===== src/rtl/game_pkg.sv =====
// Shared types and colour constants for the VGA game renderer.
package game_pkg;

  localparam int COLOR_W = 4;

  typedef enum logic [1:0] {
    IDLE    = 2'd0,
    PLAYING = 2'd1,
    DEAD    = 2'd2
  } state_t;

  typedef struct packed {
    logic [COLOR_W-1:0] r;
    logic [COLOR_W-1:0] g;
    logic [COLOR_W-1:0] b;
  } rgb_t;

  localparam rgb_t COL_YELLOW = '{r: '1, g: '1, b: '0};
  localparam rgb_t COL_WHITE  = '{r: '1, g: '1, b: '1};
  localparam rgb_t COL_BLACK  = '{r: '0, g: '0, b: '0};
  localparam rgb_t COL_GREEN  = '{r: '0, g: '1, b: '0};
  localparam rgb_t COL_SKY    = '{r: COLOR_W'(4), g: COLOR_W'(10), b: '1};
  localparam rgb_t COL_RED    = '{r: '1, g: '0, b: '0};

endpackage


===== src/rtl/game_renderer_if.sv =====
// Pixel position, sprite positions, button and colour/status outputs of the renderer.
interface game_renderer_if #(
  parameter int COORD_W     = 16,
  parameter int NUM_ENEMIES = 4
);
  import game_pkg::*;

  localparam int HIW = (NUM_ENEMIES > 1) ? $clog2(NUM_ENEMIES) : 1;

  logic [COORD_W-1:0]             x;
  logic [COORD_W-1:0]             y;
  logic [COORD_W-1:0]             x_player;
  logic [COORD_W-1:0]             y_player;
  logic [NUM_ENEMIES*COORD_W-1:0] x_enemy;
  logic [NUM_ENEMIES*COORD_W-1:0] y_enemy;
  logic [NUM_ENEMIES-1:0]         enemy_en;
  logic                           button;
  logic [COLOR_W-1:0]             Red;
  logic [COLOR_W-1:0]             Green;
  logic [COLOR_W-1:0]             Blue;
  logic                           collision;
  logic [HIW-1:0]                 hit_index;
  logic [1:0]                     game_state;
  logic                           led;

  modport master (
    output x, y, x_player, y_player, x_enemy, y_enemy, enemy_en, button,
    input  Red, Green, Blue, collision, hit_index, game_state, led
  );

  modport slave (
    input  x, y, x_player, y_player, x_enemy, y_enemy, enemy_en, button,
    output Red, Green, Blue, collision, hit_index, game_state, led
  );

endinterface


===== src/rtl/btn_oneshot.sv =====
// Synchronises a raw active-low button and emits one registered pulse per press,
// SYNC_STAGES+1 cycles after the press is first sampled.
module btn_oneshot #(
  parameter int SYNC_STAGES = 2
) (
  input  logic clk,
  input  logic reset,
  input  logic button_n,
  output logic press
);

  logic [SYNC_STAGES-1:0] sync_q, sync_d;
  logic                   prev_q, prev_d;
  logic                   press_q, press_d;

  always_comb begin
    sync_d  = {sync_q[SYNC_STAGES-2:0], ~button_n};
    prev_d  = sync_q[SYNC_STAGES-1];
    press_d = sync_q[SYNC_STAGES-1] & ~prev_q;
  end

  always_ff @(posedge clk or negedge reset) begin
    if (!reset) begin
      sync_q  <= '0;
      prev_q  <= 1'b0;
      press_q <= 1'b0;
    end else begin
      sync_q  <= sync_d;
      prev_q  <= prev_d;
      press_q <= press_d;
    end
  end

  assign press = press_q;

endmodule


===== src/rtl/game_renderer.sv =====
// Per-pixel colour generator and IDLE/PLAYING/DEAD controller with pixel-accurate
// player/enemy collision; colour and blanking appear one cycle after (x,y).
module game_renderer
  import game_pkg::*;
#(
  parameter int COORD_W     = 16,
  parameter int NUM_ENEMIES = 4,
  parameter int SPRITE_W    = 60,
  parameter int SPRITE_H    = 60,
  parameter int H_ACT_START = 144,
  parameter int H_ACT_END   = 783,
  parameter int V_ACT_START = 35,
  parameter int V_ACT_END   = 514,
  parameter int GROUND_H    = 20,
  parameter int SYNC_STAGES = 2
) (
  input  logic            clk,
  input  logic            reset,
  game_renderer_if.slave  bus
);

  localparam int HIW   = (NUM_ENEMIES > 1) ? $clog2(NUM_ENEMIES) : 1;
  localparam int INSET = 10;
  localparam int BAN_W = 320;
  localparam int BAN_H = 60;
  localparam int HC    = (H_ACT_START + H_ACT_END) / 2;
  localparam int VC    = (V_ACT_START + V_ACT_END) / 2;

  typedef logic [COORD_W-1:0] coord_t;
  typedef logic [COORD_W:0]   wide_t;

  localparam wide_t  SW  = wide_t'(SPRITE_W);
  localparam wide_t  SH  = wide_t'(SPRITE_H);
  localparam wide_t  INS = wide_t'(INSET);
  localparam coord_t HS  = coord_t'(H_ACT_START);
  localparam coord_t HE  = coord_t'(H_ACT_END);
  localparam coord_t VS  = coord_t'(V_ACT_START);
  localparam coord_t VE  = coord_t'(V_ACT_END);
  localparam coord_t GT  = coord_t'(V_ACT_START + GROUND_H);
  localparam coord_t GB  = coord_t'(V_ACT_END - GROUND_H);
  localparam coord_t BX0 = coord_t'(HC - BAN_W / 2);
  localparam coord_t BX1 = coord_t'(HC + BAN_W / 2);
  localparam coord_t BY0 = coord_t'(VC - BAN_H / 2);
  localparam coord_t BY1 = coord_t'(VC + BAN_H / 2);

  // Strict open interval (lo, lo+len), evaluated one bit wider so sprites near the top of the range cannot wrap.
  function automatic logic in_span(input coord_t p, input wide_t lo, input wide_t len);
    return ({1'b0, p} > lo) && ({1'b0, p} < lo + len);
  endfunction

  state_t           state_q, state_d;
  logic             collision_q, collision_d;
  logic [HIW-1:0]   hit_idx_q, hit_idx_d;
  rgb_t             colour_q, colour_d;
  logic             vis_q, vis_d;

  logic                   press;
  logic [NUM_ENEMIES-1:0] enemy_hit;
  logic                   enemy_any;
  logic [HIW-1:0]         hit_first;
  logic                   player_in, player_core;
  logic                   in_ground, in_banner;

  btn_oneshot #(.SYNC_STAGES(SYNC_STAGES)) u_btn (
    .clk      (clk),
    .reset    (reset),
    .button_n (bus.button),
    .press    (press)
  );

  assign player_in   = in_span(bus.x, {1'b0, bus.x_player}, SW) &&
                       in_span(bus.y, {1'b0, bus.y_player}, SH);
  assign player_core = in_span(bus.x, {1'b0, bus.x_player} + INS, SW - (INS << 1)) &&
                       in_span(bus.y, {1'b0, bus.y_player} + INS, SH - (INS << 1));

  for (genvar i = 0; i < NUM_ENEMIES; i++) begin : g_enemy
    assign enemy_hit[i] = bus.enemy_en[i] &&
                          in_span(bus.x, {1'b0, bus.x_enemy[i*COORD_W +: COORD_W]}, SW) &&
                          in_span(bus.y, {1'b0, bus.y_enemy[i*COORD_W +: COORD_W]}, SH);
  end

  always_comb begin
    hit_first = '0;
    for (int i = NUM_ENEMIES - 1; i >= 0; i--) begin
      if (enemy_hit[i]) hit_first = HIW'(i);
    end
  end

  assign enemy_any = |enemy_hit;

  always_ff @(posedge clk or negedge reset) begin
    if (!reset) begin
      state_q     <= IDLE;
      collision_q <= 1'b0;
      hit_idx_q   <= '0;
      colour_q    <= COL_BLACK;
      vis_q       <= 1'b0;
    end else begin
      state_q     <= state_d;
      collision_q <= collision_d;
      hit_idx_q   <= hit_idx_d;
      colour_q    <= colour_d;
      vis_q       <= vis_d;
    end
  end

  // Press is deliberately ignored while PLAYING; a latched hit ends the game next cycle.
  always_comb begin
    state_d     = state_q;
    collision_d = collision_q;
    hit_idx_d   = hit_idx_q;
    case (state_q)
      IDLE: begin
        if (press) state_d = PLAYING;
      end
      PLAYING: begin
        if (collision_q) begin
          state_d = DEAD;
        end else if (player_in && enemy_any) begin
          collision_d = 1'b1;
          hit_idx_d   = hit_first;
        end
      end
      DEAD: begin
        if (press) begin
          state_d     = IDLE;
          collision_d = 1'b0;
          hit_idx_d   = '0;
        end
      end
      default: state_d = IDLE;
    endcase
  end

  always_comb begin
    vis_d     = (bus.x > HS) && (bus.x <= HE) && (bus.y > VS) && (bus.y <= VE);
    in_ground = (bus.y <= GT) || (bus.y > GB);
    in_banner = (bus.x > BX0) && (bus.x <= BX1) && (bus.y > BY0) && (bus.y <= BY1);
    colour_d  = COL_BLACK;
    case (state_q)
      IDLE:    colour_d = in_banner ? COL_BLACK : COL_YELLOW;
      PLAYING: begin
        if (player_in)      colour_d = player_core ? COL_WHITE : COL_YELLOW;
        else if (enemy_any) colour_d = COL_BLACK;
        else if (in_ground) colour_d = COL_GREEN;
        else                colour_d = COL_SKY;
      end
      DEAD:    colour_d = in_banner ? COL_BLACK : COL_RED;
      default: colour_d = COL_BLACK;
    endcase
  end

  assign bus.Red        = vis_q ? colour_q.r : '0;
  assign bus.Green      = vis_q ? colour_q.g : '0;
  assign bus.Blue       = vis_q ? colour_q.b : '0;
  assign bus.collision  = collision_q;
  assign bus.hit_index  = hit_idx_q;
  assign bus.game_state = state_q;
  assign bus.led        = (state_q == DEAD);

endmodule


===== src/flat_wrapper.sv =====
// flat-port wrapper written by rule: the top's interface ports become plain ports
module game_renderer_flat import game_pkg::*;
#(
  parameter int COORD_W     = 16,
  parameter int NUM_ENEMIES = 4,
  parameter int SPRITE_W    = 60,
  parameter int SPRITE_H    = 60,
  parameter int H_ACT_START = 144,
  parameter int H_ACT_END   = 783,
  parameter int V_ACT_START = 35,
  parameter int V_ACT_END   = 514,
  parameter int GROUND_H    = 20,
  parameter int SYNC_STAGES = 2
)
  (clk, reset, bus_x, bus_y, bus_x_player, bus_y_player, bus_x_enemy, bus_y_enemy, bus_enemy_en, bus_button, bus_Red, bus_Green, bus_Blue, bus_collision, bus_hit_index, bus_game_state, bus_led);
  game_renderer_if #(.COORD_W(COORD_W), .NUM_ENEMIES(NUM_ENEMIES)) bus_i ();
  input  logic clk;
  input  logic reset;
  input wire logic [$bits(bus_i.x)-1:0] bus_x;
  input wire logic [$bits(bus_i.y)-1:0] bus_y;
  input wire logic [$bits(bus_i.x_player)-1:0] bus_x_player;
  input wire logic [$bits(bus_i.y_player)-1:0] bus_y_player;
  input wire logic [$bits(bus_i.x_enemy)-1:0] bus_x_enemy;
  input wire logic [$bits(bus_i.y_enemy)-1:0] bus_y_enemy;
  input wire logic [$bits(bus_i.enemy_en)-1:0] bus_enemy_en;
  input wire logic [$bits(bus_i.button)-1:0] bus_button;
  output wire logic [$bits(bus_i.Red)-1:0] bus_Red;
  output wire logic [$bits(bus_i.Green)-1:0] bus_Green;
  output wire logic [$bits(bus_i.Blue)-1:0] bus_Blue;
  output wire logic [$bits(bus_i.collision)-1:0] bus_collision;
  output wire logic [$bits(bus_i.hit_index)-1:0] bus_hit_index;
  output wire logic [$bits(bus_i.game_state)-1:0] bus_game_state;
  output wire logic [$bits(bus_i.led)-1:0] bus_led;
  assign bus_i.x = bus_x;
  assign bus_i.y = bus_y;
  assign bus_i.x_player = bus_x_player;
  assign bus_i.y_player = bus_y_player;
  assign bus_i.x_enemy = bus_x_enemy;
  assign bus_i.y_enemy = bus_y_enemy;
  assign bus_i.enemy_en = bus_enemy_en;
  assign bus_i.button = bus_button;
  assign bus_Red = bus_i.Red;
  assign bus_Green = bus_i.Green;
  assign bus_Blue = bus_i.Blue;
  assign bus_collision = bus_i.collision;
  assign bus_hit_index = bus_i.hit_index;
  assign bus_game_state = bus_i.game_state;
  assign bus_led = bus_i.led;
  game_renderer #(.COORD_W(COORD_W), .NUM_ENEMIES(NUM_ENEMIES), .SPRITE_W(SPRITE_W), .SPRITE_H(SPRITE_H), .H_ACT_START(H_ACT_START), .H_ACT_END(H_ACT_END), .V_ACT_START(V_ACT_START), .V_ACT_END(V_ACT_END), .GROUND_H(GROUND_H), .SYNC_STAGES(SYNC_STAGES)) u_core (.clk(clk), .reset(reset), .bus(bus_i));
endmodule

===== config.mk =====
export PLATFORM = sky130hd
export DESIGN_NAME = game_renderer_flat
export DESIGN_NICKNAME = d
export VERILOG_FILES = /design/src/rtl/game_pkg.sv /design/src/rtl/game_renderer_if.sv /design/src/rtl/btn_oneshot.sv /design/src/rtl/game_renderer.sv /design/src/flat_wrapper.sv
export SDC_FILE = /design/constraint.sdc
export NUM_CORES = 1
export LEC_CHECK = 0
export CAP_MARGIN = 25
export CORE_MARGIN = 3
export CORE_UTILIZATION = 56
export DETAILED_ROUTE_END_ITERATION = 6
export MAX_ROUTING_LAYER = met4
export PLACE_DENSITY_LB_ADDON = 0.05
export SKIP_LAST_GASP = 1
export SLEW_MARGIN = 25
export SYNTH_ARGS = -nofsm -noshare
export SYNTH_HDL_FRONTEND = slang
export SYNTH_HIERARCHICAL = 1
export SYNTH_SLANG_ARGS = --single-unit

===== constraint.sdc =====
create_clock -name clk -period 1.6 [get_ports clk]
set_input_delay 0.24 -clock clk [delete_from_list [all_inputs] [get_ports clk]]
set_output_delay 0.24 -clock clk [all_outputs]
set_load 0.1 [all_outputs]

==> impl_metrics.tcl, run 1 <==
set metrics [dict create \
    clockRootBuffer "clkbuf_16" \
    synth-xor-area-share 0.117 \
    htree_levels 1 \
    syn_area_sq_um 12400 \
    synth_flop_cell "dfrtp_1" \
    synth-edff-count 0 \
    seq_area_frac_synth 0.0303 \
    synth_nets 2191 \
    stop_stage "global routing (5_1_grt)" \
    initial_utilization 0.579 \
    ys_async_sr_fraction 1.00 \
    grt_max_degree 16 \
    synthSimpleGateAreaFrac 0.213 \
    dp_hpwl_um 43700 \
    endpoint_type "register input" \
    synth-adder-area-share 0.376 \
    synth_compound_area_frac 0.200 \
    die_y_um 155 \
    fp.dieW_um 155 \
    pin_count 217 \
    synthCells 1620 \
    synth.distinct_cells 81 \
    dp_cells 2603 \
    cts_buffers 3 \
    cts_sinks 15 \
    cts.path.max_buffers 2 \
    outcome "stopped before the end" \
    grt_repair_worst_endpoint "u_core/colour_q[2]$_DFF_PN0_/D" \
    error "[ERROR DPL-0038] Utilization greater than 100%, impossible to legalize" \
    synth-seq-cells 15 \
    holdBufCountCts 0 \
    gp_congestion 1.04 \
    avgSynthCellArea_sq_um 7.66 \
    preCtsSetupSlack_ns -2.35 \
    rows 53 \
    synth_mux_area_frac 0 \
    synth_top_family_by_area "adder cells" \
    yosys_warnings 6 \
    place.port_buffers 216 \
]
## cell usage after synthesis (all sizes together) (7+ instances only)
cell,n,area [sq um]
nand2b,12,75.1
dfrtp,15,375
o21a,7,52.6
nand2,109,409
and4,9,78.8
and3,24,150
a2111oi,8,70.1
nor3,55,302
buf,17,125
and2,8,50.1
o211ai,26,195
nor2,76,295
nor2b,22,145
o21ai,51,255
nor4,18,113
a21o,48,360
o31ai,7,52.6
a31oi,12,75.1
or4,8,67.6
nand3,61,305
ha,372,4650
a211oi,25,188
nand4,67,434
xnor2,156,1370
nor3b,7,52.6
xor2,10,87.6
inv,176,661
o21bai,7,52.6
or3,11,75.1
a21oi,120,604
## kinds of logic after synthesis
logic type                 count (synthesis)
and+or+nand+nor                          498
AOI/OAI and AO/OA                        374
adders and majority gates                373
buffers and inverters                    194
xor gates and xnor gates                 166
DFF                                       15
## repair_timing
| item | in CTS |
|---|---|
| buffers inserted | 41 |
| pin swaps | 90 |
| setup endpoints to repair | 9 |
| resized for setup | 277 |
## through the flow
stage | hold WS (ns) | cell area [sq um] | setup TNS (ns)
2_1_floorplan | -0.0556 | 12700 | -9.89
3_3_place_gp | 0.339 | 19200 | -17.49
3_5_place_dp | 0.339 | 19200 | -18.39
4_1_cts | 0.335 | 20100 | -13.28
==> inputs of run 2 (changes only) <==
- CORE_UTILIZATION: 56 -> 40
- MAX_ROUTING_LAYER: met4 -> unset
- PLACE_DENSITY_LB_ADDON: 0.05 -> 0.15
==> run 2 against run 1 <==
Effect of this change:
- the flow now finishes, with violations (setup timing)
- synthesized cell count did not move
- synthesized area did not move
==> impl_metrics.tcl, run 2 <==
set metrics [dict create \
    synth-adder-area-share 0.376 \
    multi_input_comb_area_sq_um 12600 \
    drt_iter0_drc 695 \
    synth_nets 2191 \
    fin_nets 2981 \
    dieArea_sq_um 33200 \
    synth_area_leaders "ha_1 38%, xnor2_1 11%, inv_1 5.3%" \
    synth-edff-count 0 \
    cts_tree "done" \
    cts_sinks 15 \
    r2r_start "u_core/bus.game_state[1]$_DFFE_PN0P_" \
    cp_data_arrival_time_ns 3.43 \
    viasPerCell 5.42 \
    synthSimpleGateAreaFrac 0.213 \
    outcome "finished with violations" \
    die_y_um 182 \
    tightest_slew_ns 0.621 \
    synth_top_family_by_area "adder cells" \
    grt.total_usage 0.278 \
    place.port_buffers 216 \
    crit_path_end_kind "flop" \
    slew_headroom 0.582 \
    syn_area_sq_um 12400 \
    rows 63 \
    yosys.area.top_type_share 0.375 \
    ys_top_cells_by_count "372 x ha_1, 175 x inv_1, 156 x xnor2_1" \
    antenna_found_initial 0 \
    grt.overflow.total 0 \
    grt_use_met3 0.0347 \
    ir_drop_mv 0.403 \
    power_density_nw_per_um2 372 \
    tns_ns -12.12 \
    diodes 0 \
    grt_max_degree 16 \
    ant_nets 0 \
    min_path_type "input port to async pin" \
    rsz0062_at_grt "true" \
    syn_to_final_growth_pct 72.5 \
    clockRootBuffer "clkbuf_16" \
    timing.final.crit_share 2.03 \
    first_global_vias 15200 \
    synth.distinct_cells 81 \
    initial_utilization 0.412 \
    synth.most_common_cell "ha_1" \
    gp_congestion 0.933 \
    worstSetupStartpointType "input port" \
    pin_count 217 \
    fin_ws_ns -1.65 \
    dp_hpwl_um 41400 \
    violations "setup timing" \
    totalWireLength_um 49500 \
    drcViolationCount 0 \
    critical_path_class "input port to flop" \
    finalHoldViolations 0 \
    synth_mux_area_frac 0 \
    fill_cells 2436 \
    cts_buffers 3 \
    core_area_sq_um 30100 \
    met1_usage 0.361 \
    drv_slew 0 \
    ys_async_sr_fraction 1.00 \
    fp.dieW_um 182 \
    synth_compound_area_frac 0.200 \
    clk_latency_ns 0.24 \
    drive_gt1_frac 0.367 \
    grt_pass1_wl_um 76300 \
    cap_violations 0 \
    synth-xor-area-share 0.117 \
    cp.required_ns 1.78 \
    synth_flop_cell "dfrtp_1" \
    placed_area_sq_um 19500 \
    avgSynthCellArea_sq_um 7.66 \
    first_pass_iters 5 \
    yosys_warnings 6 \
    setup_violations 9 \
    yosysTopAreaCell "ha_1" \
    fin_crit_ns 3.25 \
    fin_area_sq_um 21400 \
    startpoint "bus_x_player[1]" \
    preCtsSetupSlack_ns -2.36 \
    worstPathMaxFanout 3 \
    power_leakage_uw 0.0109 \
    largest-register "u_core/colour_q" \
    clock-skew-final_ns 0.00185 \
    busiest_layer "met2" \
    layout_commonest_cell "buf_4" \
    htree_levels 1 \
    holdBufCountCts 0 \
    final_cell_mix "541 x buf_4, 349 x ha_1, 144 x inv_1, 138 x xnor2_1, 108 x a21oi_1" \
    ff_latch_area_sq_um 378 \
    seq_area_frac_synth 0.0303 \
    synth-seq-cells 15 \
    fmax_ghz 0.308 \
    num_vias 15200 \
    cts.path.max_buffers 2 \
    holdWs_ns 0.321 \
    path_clk_slew_ns 0.05 \
    use_met2 0.495 \
    synthCells 1620 \
    wl_per_cell_um 17.7 \
    largest_register_ffs 5 \
]
## run 2: timing repair
| item | CTS | global route |
|---|---|---|
| setup buffers | 31 | 44 |
| setup endpoints to repair | 9 | 9 |
| pin swaps | 79 | 150 |
| gates resized for setup | 193 | 279 |
## run 2: path summary, 6_finish.rpt
path,cells past startpoint,slack [ns],endpoint
max,17,-1.65,u_core/colour_q[2]$_DFF_PN0_
min,2,0.32,u_core/u_btn/sync_q[0]$_DFF_PN0_
max reg2reg,4,0.05,u_core/bus.hit_index[1]$_DFFE_PN0P_
min reg2reg,0,0.34,u_core/u_btn/sync_q[1]$_DFF_PN0_
max in group asynchronous,2,1.07,u_core/bus.game_state[0]$_DFFE_PN0P_
min in group clk,0,0.34,u_core/u_btn/sync_q[1]$_DFF_PN0_
## run 2: critical path, cell delays in order
cell,delay [ns]
clkbuf_2,0.12
ha_4,0.16
nor2_4,0.03
or3_4,0.40
xnor2_4,0.16
or4_4,0.55
nor2_4,0.13
xor2_1,0.15
ha_1,0.26
a21o_1,0.18
a21o_1,0.17
a21o_1,0.16
a21oi_2,0.14
o31ai_2,0.08
a31oi_1,0.16
o2111a_1,0.21
a32o_2,0.13
## run 2: area by class of cell
cell class / count / share of cell area
Clock buffer: 4 / 0.00368
Multi-Input combinational cell: 1411 / 0.590
Sequential cell: 15 / 0.0177
Inverter: 176 / 0.0324
Tap cell: 390 / 0.0228
Timing Repair Buffer: 803 / 0.333
## run 2: where the power goes
group,internal (uW),switching (uW),total (uW)
sequential,495,90.0,585
combinational,3410,3490,6900
clock,337,146,483
total,4240,3730,7970
## run 2: stage by stage
stage	utilization	cells	total power, uW
after floorplan	-	1620	3730
after global placement	0.646	2722	6640
after detailed placement	0.646	2722	6800
after CTS	0.670	2757	7490
after global routing	0.711	2799	8590
final	0.711	2799	7970
## run 2: metal layers
layer | routed length [um] | up-vias
li1 | - | 7601
met4 | 1050 | 0
met5 | 0 | -
met2 | 23800 | 432
met3 | 2850 | 70
met1 | 21700 | 7076
## run 2: cell families after synthesis
kind of cell | after synthesis
buffers and inverters | 194
AOI/OAI and AO/OA | 374
adders and majority gates | 373
and+or+nand+nor | 498
DFF | 15
xor gates and xnor gates | 166
Power figures use the tool's default switching activity.
==> inputs of run 3 (changes only) <==
- CORE_ASPECT_RATIO: unset -> 1.25
- GPL_TIMING_DRIVEN: unset -> 0
==> run 3 against run 2 <==
Effect of this change:
- the run still ends with setup timing left
- core utilization is 17 points lower
- first-iteration DRC count shrank 10%
- wire length fell by 15%
- worst hold slack better by 0.070 ns
- sequential power hardly changed
- critical path depth up 1
- sequential cell count is the same
- critical path type unchanged
- critical endpoint unchanged
==> impl_metrics.tcl, run 3 (synthesis gave the netlist of run 2 again) <==
set metrics [dict create \
    viasPerCell 5.75 \
    pin_count 217 \
    ff_latch_area_sq_um 378 \
    drive_gt1_frac 0.200 \
    placed_area_sq_um 15300 \
    grt_max_degree 19 \
    worstPathMaxFanout 6 \
    path_clk_slew_ns 0.06 \
    syn_to_final_growth_pct 33.3 \
    fin_nets 2465 \
    cts_tree "done" \
    crit_path_end_kind "flop" \
    holdBufCountCts 0 \
    drcViolationCount 0 \
    ant_nets 0 \
    tightest_slew_ns 0.861 \
    diodes 0 \
    cp.required_ns 1.78 \
    grt_pass1_wl_um 65000 \
    slew_headroom 0.426 \
    finalHoldViolations 0 \
    violations "setup timing" \
    largest-register "u_core/colour_q" \
    setup_violations 8 \
    dp_hpwl_um 33800 \
    finalPower_uw 6370 \
    place.port_buffers 206 \
    core_area_sq_um 30300 \
    drv_slew 0 \
    ir_drop_mv 0.440 \
    critical_path_class "input port to flop" \
    largest_register_ffs 5 \
    gp_congestion 0.909 \
    clk_latency_ns 0.25 \
    min_path_type "flop to flop" \
    holdWs_ns 0.391 \
    drt_iter0_drc 624 \
    fin_crit_ns 3.29 \
    initial_utilization 0.409 \
    die_y_um 203 \
    rows 71 \
    antenna_found_initial 1 \
    fin_area_sq_um 16500 \
    fp.dieW_um 164 \
    num_vias 13200 \
    grt.overflow.total 0 \
    wl_per_cell_um 18.3 \
    clock-skew-final_ns 0.0109 \
    layout_commonest_cell "ha_1" \
    worstSetupStartpointType "input port" \
    fmax_ghz 0.304 \
    final_cell_mix "351 x ha_1, 149 x inv_1, 142 x xnor2_1, 107 x a21oi_1, 100 x nand2_1" \
    outcome "finished with violations" \
    power_density_nw_per_um2 385 \
    grt.total_usage 0.239 \
    fill_cells 2916 \
    fin_ws_ns -1.69 \
    multi_input_comb_area_sq_um 12400 \
    cts_buffers 3 \
    cap_violations 0 \
    power_leakage_uw 0.00782 \
    timing.final.crit_share 2.06 \
    clockRootBuffer "clkbuf_16" \
    tns_ns -11.51 \
    htree_levels 1 \
    first_pass_iters 5 \
    preCtsSetupSlack_ns -2.77 \
    dieArea_sq_um 33200 \
    totalWireLength_um 41900 \
    first_global_vias 13100 \
    cts_sinks 15 \
    cts.path.max_buffers 2 \
    rsz0062_at_grt "true" \
    cp_data_arrival_time_ns 3.47 \
]
## run 3: cell count changes in the layout (fill, tap and decap cells not counted), moves of 8 or more
| cell | change |
|---|---|
| buf_12 | -31 |
| clkdlybuf4s15_2 | +15 |
| nor3_1 | +8 |
| buf_6 | -28 |
| buf_2 | +23 |
| clkdlybuf4s50_1 | -17 |
| buf_4 | -463 |
| dlymetal6s2s_1 | -43 |
| dlygate4sd2_1 | +21 |
## run 3: path summary, 6_finish.rpt
check	from	to	slack, ns	depth (start not counted)
min reg2reg	u_core/u_btn/sync_q[1]$_DFF_PN0_	u_core/u_btn/prev_q$_DFF_PN0_	0.39	0
max reg2reg	u_core/bus.game_state[0]$_DFFE_PN0P_	u_core/colour_q[2]$_DFF_PN0_	-0.08	5
min	u_core/u_btn/sync_q[1]$_DFF_PN0_	u_core/u_btn/prev_q$_DFF_PN0_	0.39	0
min in group asynchronous	reset	u_core/u_btn/sync_q[0]$_DFF_PN0_	0.45	1
max	bus_x_player[1]	u_core/colour_q[2]$_DFF_PN0_	-1.69	18
max in group asynchronous	reset	u_core/bus.game_state[0]$_DFFE_PN0P_	0.59	1
## run 3: power breakdown
part	internal, uW	switching (uW)
clock network	338	165
registers	496	91.1
logic	2230	3050
## run 3: layer usage
layer,vias to the layer above,part of all wire,GRT usage
li1,6566,-,-
met1,6198,0.43,0.295
met2,365,0.49,0.435
met3,67,0.052,0.0267
met4,2,0.026,0.0641
met5,-,0.00031,0
## run 3: final cells by class
cell class | instances | share of cell area
multi-input cells | 1411 | 0.749
repair buffers | 269 | 0.141
inverters | 176 | 0.0418
well taps | 401 | 0.0304
flip-flops and latches | 15 | 0.0229
plain buffers | 18 | 0.0102
clock buffers | 4 | 0.00477
## run 3: critical path: stages
cell	delay, ns
buf_12	0.10
ha_4	0.15
buf_4	0.15
nor3_1	0.05
a32oi_1	0.28
o221ai_2	0.21
or4_4	0.48
nor2_4	0.10
xor2_1	0.16
ha_1	0.26
a21o_1	0.16
a21o_1	0.16
a21o_1	0.17
a21oi_2	0.12
o31ai_2	0.09
a31oi_1	0.19
o2111a_1	0.26
a32o_2	0.13
## run 3: through the flow
| stage | instances | utilization |
|---|---|---|
| 2_1_floorplan | 1620 | - |
| 3_3_place_gp | 2227 | 0.505 |
| 3_5_place_dp | 2227 | 0.505 |
| 4_1_cts | 2267 | 0.530 |
| 5_1_grt | 2294 | 0.546 |
| 6_report | 2294 | 0.546 |
## run 3: timing repair
action	in CTS	in global routing
setup buffers	36	26
gates cloned	0	1
resized for setup	415	170
pin swaps	81	73
endpoints found under the setup margin	27	13
==> inputs of run 4 (changes only) <==
- ABC_AREA: unset -> 1
- CORE_ASPECT_RATIO: 1.25 -> unset
- GPL_ROUTABILITY_DRIVEN: unset -> 0
==> run 4 against run 3 <==
Effect of this change:
- the flow still finishes with violations (setup timing)
- total power decreased by 2.1%
- synthesized cell count rose by 29%
- critical path depth up 12
- die area rose by 5.5%
- combinational power is 2% lower
- design area rose by 6.4%
- highest routed layer unchanged
- count of clock-buffer cells in the layout is the same
- largest cell class unchanged
- via count increased by 8.6%
- first-iteration DRC count fell by 26%
- clock power fell by 5.4%
==> impl_metrics.tcl, run 4 <==
set metrics [dict create \
    wl_per_cell_um 14.1 \
    syn_to_final_growth_pct 34.2 \
    power_leakage_uw 0.00957 \
    synth.most_common_cell "nand2_1" \
    ff2ff_setup_slack_ns 0.23 \
    first_global_vias 13700 \
    largest-register "u_core/colour_q" \
    synthCells 2082 \
    syn_area_sq_um 13100 \
    synth.distinct_cells 51 \
    holdWs_ns 0.357 \
    critical_path_class "input port to flop" \
    crit_path_end_kind "flop" \
    pin_count 217 \
    p_comb_frac 0.834 \
    synthSimpleGateAreaFrac 0.311 \
    fin_ws_ns -1.43 \
    initial_utilization 0.410 \
    synth-adder-area-share 0.355 \
    worstPathMaxFanout 3 \
    cpMostUsedCell "nand2_1" \
    cts.path.max_buffers 2 \
    seq_area_frac_synth 0.0286 \
    min_path_type "flop to flop" \
    preCtsSetupSlack_ns -2.46 \
    crit_cells 30 \
    drv_slew 0 \
    grt_max_degree 17 \
    dp_hpwl_um 33100 \
    drcViolationCount 0 \
    r2r_start "u_core/bus.game_state[1]$_DFFE_PN0P_" \
    setup_violations 8 \
    fin_nets 2973 \
    yosys_warnings 6 \
    avgSynthCellArea_sq_um 6.30 \
    ff2ff_path_depth 7 \
    drt_iter0_drc 462 \
    cts_sinks 15 \
    largest_register_ffs 5 \
    core_area_sq_um 32000 \
    synth_flop_cell "dfrtp_1" \
    cp_slowest_cell "ha_1" \
    cap_violations 0 \
    die_y_um 187 \
    clockRootBuffer "clkbuf_16" \
    cp_data_arrival_time_ns 3.20 \
    postLayoutCoreUtil 0.550 \
    outcome "finished with violations" \
    violations "setup timing" \
    cp.buffers_inverters 11 \
    yosys.area.top_type_share 0.355 \
    synth-edff-count 0 \
    synth_area_leaders "ha_1 35%, nand2_1 15%, xor2_1 9.4%" \
    timing.final.crit_share 1.89 \
    holdBufCountCts 0 \
    htree_levels 1 \
    r2r_end "u_core/colour_q[6]$_DFF_PN0_" \
    cp.required_ns 1.77 \
    power_density_nw_per_um2 354 \
    rows 65 \
    slew_headroom 0.472 \
    power_frac_clock 0.076 \
    fin_area_sq_um 17600 \
    fp.dieW_um 187 \
    finalHoldViolations 0 \
    fmax_ghz 0.330 \
    placed_area_sq_um 15900 \
    first_pass_iters 7 \
    synth_nets 2653 \
    swShare 0.537 \
    synth_top_family_by_area "adder cells" \
    ant_nets 0 \
    yosysTopAreaCell "ha_1" \
    clk_latency_ns 0.24 \
    synth_mux_area_frac 0 \
    cts_buffers 3 \
    intPower_uw 2890 \
    viasPerCell 5.05 \
    ir_drop_mv 0.977 \
    ys_top_cells_by_count "514 x nand2_1, 372 x ha_1, 324 x inv_1" \
    slowest_delay_ns 0.29 \
    grt.total_usage 0.211 \
    power_frac_seq 0.090 \
    fill_cells 3146 \
    crit_family "simple AND/OR/NAND/NOR gates" \
    num_vias 14300 \
    antenna_found_initial 3 \
    tightest_slew_ns 0.792 \
    ys_async_sr_fraction 1.00 \
    grt.overflow.total 0 \
    switchingPower_uw 3350 \
    layout_commonest_cell "nand2_1" \
    rsz0062_at_grt "true" \
    clock-skew-final_ns 0.000747 \
    hold_path_end "u_core/u_btn/sync_q[1]$_DFF_PN0_" \
    totalWireLength_um 39900 \
    synth-xor-area-share 0.101 \
    min_delay_path_depth 0 \
    grt_pass1_wl_um 63100 \
    hold_start "u_core/u_btn/sync_q[0]$_DFF_PN0_" \
    synth-seq-cells 15 \
    synth_compound_area_frac 0.105 \
    final_cell_mix "479 x nand2_1, 356 x ha_1, 281 x inv_1, 182 x nor2_1" \
    fin_crit_ns 3.03 \
    dieArea_sq_um 35000 \
    worstSetupStartpointType "input port" \
    cts_tree "done" \
    path_clk_slew_ns 0.04 \
    drive_gt1_frac 0.178 \
    place.port_buffers 216 \
]
## run 4: cell count changes after synthesis, sizes merged, moves of 22 or more
cell | before | now
nand2 | 109 | 521
inv | 176 | 330
xnor2 | 156 | 10
nor2 | 76 | 217
xor2 | 10 | 141
nand3 | 61 | 115
a21o | 48 | 2
nand4 | 67 | 32
a21oi | 120 | 143
o211ai | 26 | 4
## run 4: worst max path at each step
stage                    startpoint                            to  slack [ns]
floorplan           bus_x_player[3]  u_core/colour_q[2]$_DFF_PN0_       -1.13
detailed placement  bus_x_player[3]  u_core/colour_q[2]$_DFF_PN0_       -2.46
finish              bus_x_player[3]  u_core/colour_q[2]$_DFF_PN0_       -1.43
global placement    bus_x_player[3]  u_core/colour_q[2]$_DFF_PN0_       -2.39
CTS                 bus_x_player[3]  u_core/colour_q[2]$_DFF_PN0_       -1.51
global route        bus_x_player[3]  u_core/colour_q[2]$_DFF_PN0_       -1.71
## run 4: cells by family (layout without fill, tap and decap cells)
family | count (synthesis) | count (layout)
simple gates | 963 | 963
buf+inv | 340 | 659
flops | 15 | 15
other cells | 0 | 1
compound gates | 241 | 241
xor+xnor | 151 | 151
fa+ha+maj | 372 | 372
## run 4: area by class of cell
type | instances | area [sq um] | share of cell area
repair buffers | 315 | 2780 | 0.158
multi-input cells | 1727 | 12400 | 0.707
flip-flops and latches | 15 | 380 | 0.0216
clock buffers | 4 | 78.8 | 0.00448
well taps | 435 | 544 | 0.0309
inverters | 333 | 1320 | 0.0751
plain buffers | 7 | 52.6 | 0.00299
diodes | 1 | 2.50 | 0.000142
## run 4: metal layers
layer,track usage,vias to the layer above,part of all wire
met3,0.0169,61,0.028
met1,0.267,6545,0.46
li1,-,7476,-
met4,0.0384,4,0.022
met5,0,-,0.00058
met2,0.393,246,0.49
## run 4: what timing repair did
item,4_1_cts,5_1_grt
pin swaps,84,106
cloned,0,0
setup endpoints to repair,27,11
buffers inserted,64,35
resized for setup,377,232
## run 4: per-stage QoR
stage | setup TNS (ns) | total power [uW] | cells
floorplan | -6.87 | 3710 | 2082
global placement | -23.31 | 5210 | 2733
detailed placement | -23.68 | 5340 | 2733
CTS | -9.23 | 5970 | 2801
global route | -10.27 | 6950 | 2837
finish | -8.49 | 6240 | 2837
## run 4: power groups by stage
stage	combinational [uW]	sequential [uW]	clock [uW]
after floorplan	2810	903	0
after global routing	5870	577	498
final	5200	562	475
after global placement	4640	565	0
after CTS	4930	564	477
after detailed placement	4770	567	0
